## src/rtl/branch_stack_pkg.sv

```systemverilog
// Shared types and sizes for the branch checkpoint stack.
//   PHYS_REG_IDX       physical register index
//   BRANCH_MASK        one bit per checkpoint entry (tag / dependency mask)
//   MAP_TABLE_PACKET   full architectural-to-physical map snapshot
//   BRANCH_STACK_ENTRY one checkpoint: valid, dep_mask, free_list, map_table, rob_tail
package branch_stack_pkg;

   localparam int N                = 2;
   localparam int PHYS_REG_SZ_R10K = 64;
   localparam int PHYS_REG_SZ      = PHYS_REG_SZ_R10K;
   localparam int ARCH_REG_SZ      = 32;
   localparam int BRANCH_DEPTH     = 4;
   localparam int ROB_SZ           = 32;
   localparam int ROB_IDX_BITS     = $clog2(ROB_SZ);
   localparam int PHYS_IDX_BITS    = $clog2(PHYS_REG_SZ);
   localparam int NUM_SCALAR_BITS  = $clog2(N + 1);

   typedef logic [PHYS_IDX_BITS-1:0]           PHYS_REG_IDX;
   typedef logic [BRANCH_DEPTH-1:0]            BRANCH_MASK;
   typedef PHYS_REG_IDX [ARCH_REG_SZ-1:0]      MAP_TABLE_PACKET;

   typedef struct packed {
      logic                      valid;
      BRANCH_MASK                dep_mask;
      logic [PHYS_REG_SZ-1:0]    free_list;
      MAP_TABLE_PACKET           map_table;
      logic [ROB_IDX_BITS-1:0]   rob_tail;
   } BRANCH_STACK_ENTRY;

   // One-hot OR of the first cnt retiring T_old registers.
   function automatic logic [PHYS_REG_SZ-1:0] retire_onehot(
      input PHYS_REG_IDX [N-1:0]        regs,
      input logic [NUM_SCALAR_BITS-1:0] cnt
   );
      logic [PHYS_REG_SZ-1:0] v;
      v = '0;
      for (int i = 0; i < N; i++) begin
         if (NUM_SCALAR_BITS'(i) < cnt) v[regs[i]] = 1'b1;
      end
      return v;
   endfunction

endpackage

```

## src/rtl/branch_stack_lowest_free_sel.sv

```systemverilog
// Priority selector: one-hot of the lowest clear bit of busy, plus all-full flag.
//   busy     in  W : occupancy bits
//   sel      out W : one-hot lowest free position (0 when full)
//   all_full out 1 : every bit of busy is set
module lowest_free_sel #(
   parameter int W = 4
) (
   input  logic [W-1:0] busy,
   output logic [W-1:0] sel,
   output logic         all_full
);

   // Adding one ripples through the trailing ones and lands on the lowest zero.
   assign sel      = ~busy & (busy + W'(1));
   assign all_full = &busy;

endmodule

```

## src/rtl/branch_stack.sv

```systemverilog
// Checkpoint store for in-flight branches. Dispatch snapshots free list, map
// table and ROB tail under a one-hot tag; execute resolves by tag, freeing the
// entry on a correct prediction or restoring and squashing younger entries on
// a mispredict. Retiring T_old registers are folded into every live snapshot.
//   clock, reset                 clock / async active-high reset
//   checkpoint_*                 allocation request and snapshot contents
//   checkpoint_tag, stack_full   next free tag / no free entry
//   branch_mask                  tags of all live entries
//   resolve_*                    branch resolution by tag
//   phys_reg_retiring, num_retiring_valid  retiring T_old registers
//   restore_flag, *_restore      mispredict recovery state (combinational)
//   squash_mask, resolved_mask   tags killed / freed this cycle
module branch_stack
   import branch_stack_pkg::*;
(
   input  logic                         clock,
   input  logic                         reset,
   input  logic                         checkpoint_valid,
   input  logic [PHYS_REG_SZ-1:0]       checkpoint_free_list,
   input  MAP_TABLE_PACKET              checkpoint_map_table,
   input  logic [ROB_IDX_BITS-1:0]      checkpoint_rob_tail,
   output BRANCH_MASK                   checkpoint_tag,
   output logic                         stack_full,
   output BRANCH_MASK                   branch_mask,
   input  logic                         resolve_valid,
   input  BRANCH_MASK                   resolve_tag,
   input  logic                         resolve_mispredict,
   input  PHYS_REG_IDX [N-1:0]          phys_reg_retiring,
   input  logic [NUM_SCALAR_BITS-1:0]   num_retiring_valid,
   output logic                         restore_flag,
   output logic [PHYS_REG_SZ-1:0]       free_list_restore,
   output MAP_TABLE_PACKET              map_table_restore,
   output logic [ROB_IDX_BITS-1:0]      rob_tail_restore,
   output BRANCH_MASK                   squash_mask,
   output BRANCH_MASK                   resolved_mask
);

   BRANCH_STACK_ENTRY [BRANCH_DEPTH-1:0] entries_q, entries_d;
   BRANCH_MASK                           valid_vec;
   BRANCH_STACK_ENTRY                    res_entry;
   logic [PHYS_REG_SZ-1:0]               retire_vec;
   logic                                 res_live, mispredict, correct;

   always_comb begin
      for (int i = 0; i < BRANCH_DEPTH; i++) valid_vec[i] = entries_q[i].valid;
   end

   assign branch_mask = valid_vec;
   assign retire_vec  = retire_onehot(phys_reg_retiring, num_retiring_valid);

   lowest_free_sel #(.W(BRANCH_DEPTH)) u_free_sel (
      .busy     (valid_vec),
      .sel      (checkpoint_tag),
      .all_full (stack_full)
   );

   assign res_live   = resolve_valid && (|(resolve_tag & valid_vec));
   assign mispredict = res_live && resolve_mispredict;
   assign correct    = res_live && !resolve_mispredict;

   always_comb begin
      res_entry = '0;
      for (int i = 0; i < BRANCH_DEPTH; i++) begin
         if (resolve_tag[i]) res_entry = entries_q[i];
      end
   end

   always_comb begin
      restore_flag      = 1'b0;
      free_list_restore = '0;
      map_table_restore = '0;
      rob_tail_restore  = '0;
      squash_mask       = '0;
      resolved_mask     = correct ? resolve_tag : '0;
      if (mispredict) begin
         restore_flag      = 1'b1;
         free_list_restore = res_entry.free_list | retire_vec;
         map_table_restore = res_entry.map_table;
         rob_tail_restore  = res_entry.rob_tail;
         squash_mask       = resolve_tag;
         // Anything allocated while the mispredicted branch was live is younger.
         for (int i = 0; i < BRANCH_DEPTH; i++) begin
            if (entries_q[i].valid && (|(entries_q[i].dep_mask & resolve_tag)))
               squash_mask[i] = 1'b1;
         end
      end
   end

   always_comb begin
      entries_d = entries_q;
      for (int i = 0; i < BRANCH_DEPTH; i++) begin
         if (entries_q[i].valid)
            entries_d[i].free_list = entries_q[i].free_list | retire_vec;
         if (correct) begin
            entries_d[i].dep_mask = entries_q[i].dep_mask & ~resolve_tag;
            if (resolve_tag[i]) entries_d[i].valid = 1'b0;
         end
         if (squash_mask[i]) entries_d[i].valid = 1'b0;
         // A same-cycle mispredict kills the new branch, so it is never written.
         if (checkpoint_valid && !stack_full && !mispredict && checkpoint_tag[i]) begin
            entries_d[i].valid     = 1'b1;
            entries_d[i].dep_mask  = branch_mask & ~resolved_mask;
            entries_d[i].free_list = checkpoint_free_list | retire_vec;
            entries_d[i].map_table = checkpoint_map_table;
            entries_d[i].rob_tail  = checkpoint_rob_tail;
         end
      end
   end

   always_ff @(posedge clock or posedge reset) begin
      if (reset) entries_q <= '0;
      else       entries_q <= entries_d;
   end

   // Dispatch protocol violation: allocation requested with no free entry.
   a_no_alloc_when_full: assert property (
      @(posedge clock) disable iff (reset) !(checkpoint_valid && stack_full)
   ) else $warning("branch_stack: checkpoint_valid while stack_full, request dropped");

endmodule

```

## config.mk

```make
export PLATFORM = sky130hd
export DESIGN_NAME = branch_stack
export DESIGN_NICKNAME = d
export VERILOG_FILES = /design/src/rtl/branch_stack_pkg.sv /design/src/rtl/branch_stack_lowest_free_sel.sv /design/src/rtl/branch_stack.sv
export SDC_FILE = /design/constraint.sdc
export NUM_CORES = 2
export LEC_CHECK = 0
export CORE_MARGIN = 2
export CORE_UTILIZATION = 25
export CTS_BUF_LIST = sky130_fd_sc_hd__clkbuf_2 sky130_fd_sc_hd__clkbuf_4 sky130_fd_sc_hd__clkbuf_8
export CTS_CLUSTER_SIZE = 24
export DETAILED_ROUTE_END_ITERATION = 8
export GPL_ROUTABILITY_DRIVEN = 1
export HOLD_SLACK_MARGIN = 0.1
export SYNTH_ARGS = -nofsm -noshare
export SYNTH_HDL_FRONTEND = slang
export SYNTH_SLANG_ARGS = --single-unit
```

## constraint.sdc

```tcl
create_clock -name clock -period 33.5 [get_ports clock]
set_input_delay 5.025 -clock clock [delete_from_list [all_inputs] [get_ports clock]]
set_output_delay 5.025 -clock clock [all_outputs]
set_load 0.05 [all_outputs]
```

==> summary.txt <==
Timing
  • Setup ws final: 19.24 ns
  • Clock Skew: 0.0475 ns
  • Total negative setup slack: 0 ns
  • RSZ-0062 raised after global routing: false
  • Final Hold Vio Count: 0
  • Slew Limit Fails: 0
  • Worst-margin pin slew: 1.31 ns
  • Slew headroom: 12.8%
  • Final setup vio count: 0
  • Crit share post-route: 42.6%
  • Achievable frequency: 70.1 MHz
  • Crit path time final: 14.26 ns

Layout
  • Design Area, Final: 65700 sq um
  • Final Net Count: 5424
  • Share of layout cells above drive strength 1: 16.9%
  • Fin util: 31.0%
  • Layout Area Growth over Synthesis: 23.1%

Clocking
  • Post-cts resize count: 0
  • Root buffer cell: clkbuf_8
  • Clk slew on worst S/H paths: 0.06 ns
  • Clk Latency, worst-skew pair: 0.97 ns
  • TritonCTS Buffers: 190
  • CTS tree: built
  • Postcts setup bufs: 0
  • Clock Path Buffers: 3
  • Post-cts hold buffer count: 0
  • CTS sink count: 1060
  • H-tree depth: 4

Yosys
  • Asr flop ratio synth: 100%
  • Post-synth top flop: dfrtp_1
  • Gate Count Post-Synth: 4741
  • Synth cell types: 56
  • Synth Area per Inst: 11.3 sq um
  • Synth warn: 0
  • Post-Syn Area: 53300 sq um
  • Post-synth net total: 5025
  • Register area share after synthesis: 49.7%
  • Post-synth EDFFs: 0
  • #FFs+latches synth: 1060

Floorplanning
  • Die area: 217000 sq um
  • Row count: 169
  • Die X: 466 microns
  • Core area: 212000 sq um
  • I/O Pins: 563
  • Starting Density: 25.2%
  • Die height: 466 microns

GRT
  • Grt total ovfl: 0
  • Initial antenna violation count: 42
  • Largest net degree at the start of global routing: 169
  • All-Layer GR Usage: 16.8%
  • Global-route wire length before repair: 283 mm
  • Vias in the first global route: 43500

Placement
  • Area post-placement: 61300 sq um
  • Hpwl dp: 118 mm
  • IO Port Bufs: 562
  • Final GP Congestion: 0.865
  • Dpl ws: 19.30 ns

Pwr
  • Leakage Power: 27.3 nW
  • Worst vdd ir: 0.0459 mV
  • Power Density: 82.1 nW/um^2

Worst setup path
  • Top cell family by delay on the critical path: buffers and inverters
  • CP Launch Type: input pin
  • Worst EP arrival: 9.24 ns
  • CP max-delay cell: nor4_1
  • CP bufs+invs: 2
  • Most common cell on crit path: clkdlybuf4s50_1
  • Delay of the slowest cell on the worst path: 1.14 ns
  • CP Cell Sequence: clkdlybuf4s50_1 -> nand2b_1 -> nor4_1 -> a221oi_1 -> a21oi_1 -> clkdlybuf4s50_1
  • CP Capture Type: output port
  • CP Data Required Time: 28.47 ns
  • CP max FO: 17
  • Setup CP Type: in2out

Outcome
  • Status: finished, violations left
  • Failing checks: DRC

Worst hold path
  • Worst Hold Class: reg2reg

Route
  • DR vias: 42700
  • Vias per inst: 5.25
  • Routed WL: 188 mm
  • Drt wl/cell: 23.2 microns
  • DRC Markers: 4
  • ANT nets after route: 0
  • DRT iter0 DRCs: 4395
  • First-pass detailed-route iteration total: 9

Job
  • MaxCap Viol Count: 0
-- stage by stage --
step / hold slack [ns] / instances / total power [mW]
after floorplan: 0.458 / 4741 / 3.52
after global placement: 0.466 / 7768 / 3.94
after detailed placement: 0.475 / 7769 / 4.03
after CTS: 0.487 / 8115 / 5.43
after global routing: 0.496 / 8130 / 5.72
final: 0.482 / 8134 / 5.39
-- power by group --
part	internal [mW]	total (mW)	switching (mW)
logic	0.817	1.75	0.928
clock network	0.790	1.38	0.590
registers	1.94	2.27	0.330
total	3.54	5.39	1.85
-- final timing paths --
path	end	slack, ns	from	cells after the start
min reg2reg	entries_q[630]$_DFFE_PP0P_	0.48	entries_q[630]$_DFFE_PP0P_	1
max reg2reg	entries_q[645]$_DFFE_PP0P_	28.02	branch_mask[1]$_DFFE_PP0P_	8
max in group asynchronous	entries_q[449]$_DFFE_PP0P_	25.59	reset	6
min in group asynchronous	entries_q[918]$_DFFE_PP0P_	4.37	reset	2
min	entries_q[630]$_DFFE_PP0P_	0.48	entries_q[630]$_DFFE_PP0P_	1
max	free_list_restore[59]	19.24	phys_reg_retiring[1]	6
-- flip-flops by register name (all words and copies together) (netlist names) --
signal       flops
entries_q     1056
branch_mask      4
-- logic make-up (layout without fill, tap and decap cells) --
group	Yosys count	count (layout)	synth area share, %
other	0	19	0
muxes	1047	1047	21.5
AOI/OAI and AO/OA	1326	1326	17.8
DFF	1060	1060	49.7
and+or+nand+nor	572	572	4.76
buffers and inverters	736	1289	6.19
-- cells in the mapped netlist (8+ instances only) --
library cell  number  area share [%]
buf_4             20            0.28
nor3_1            40            0.38
and3_1            11            0.13
nand2_1          248             1.7
buf_6             49             1.0
mux2i_1          259             4.9
a31oi_1           27            0.32
dfrtp_1         1060              50
a22oi_1          122             1.7
nor2_1           192             1.4
nand2b_1          11            0.13
a222oi_1          26            0.49
mux2_2           403             8.5
a221oi_1         436             7.2
and2_1            16            0.19
mux2_1           385             8.1
a211o_1          141             2.3
inv_1            278             2.0
nor4_1            12            0.14
a211oi_1          24            0.34
buf_1             18            0.13
clkbuf_1         294             2.1
a221o_1            8            0.15
a21oi_1          383             3.6
buf_2             77            0.72
o21ai_0          117             1.1
-- metal layers --
metal | global-route usage (%) | share of wire (%) | vias to the layer above
met5 | 0 | 0.15 | -
met4 | 7.84 | 4.3 | 44
met3 | 5.35 | 9.5 | 454
met2 | 26.0 | 45 | 1998
met1 | 21.3 | 41 | 21800
li1 | - | - | 18500
-- layout by cell type, fill, tap and decap left out, types with 6 or more instances in the layout --
cell,instances
a211o_1,141
a211oi_1,24
a21o_1,7
a21oi_1,383
a221o_1,8
a221oi_1,436
a222oi_1,26
a22oi_1,122
a31oi_1,27
and2_1,16
and3_1,8
buf_12,7
buf_4,96
bufinv_16,6
clkbuf_4,65
clkbuf_8,250
clkdlybuf4s50_1,558
clkinv_2,10
dfrtp_1,1056
diode_2,19
inv_1,277
mux2_1,385
mux2_2,403
mux2i_1,259
nand2_1,247
nand2b_1,11
nor2_1,190
nor3_1,38
nor4_1,11
o21a_1,7
o21ai_0,117
-- area by class of cell --
| cell class | instances | area [sq um] |
|---|---|---|
| diodes | 19 | 47.5 |
| clock buffers | 315 | 3930 |
| clock inverters | 31 | 427 |
| fillers | 21500 | 146000 |
| inverters | 278 | 1050 |
| multi-input cells | 2945 | 23600 |
| flip-flops and latches | 1060 | 26500 |
| well taps | 2821 | 3530 |
| repair buffers | 665 | 6500 |
No activity file was read; power rests on OpenSTA's default activity.
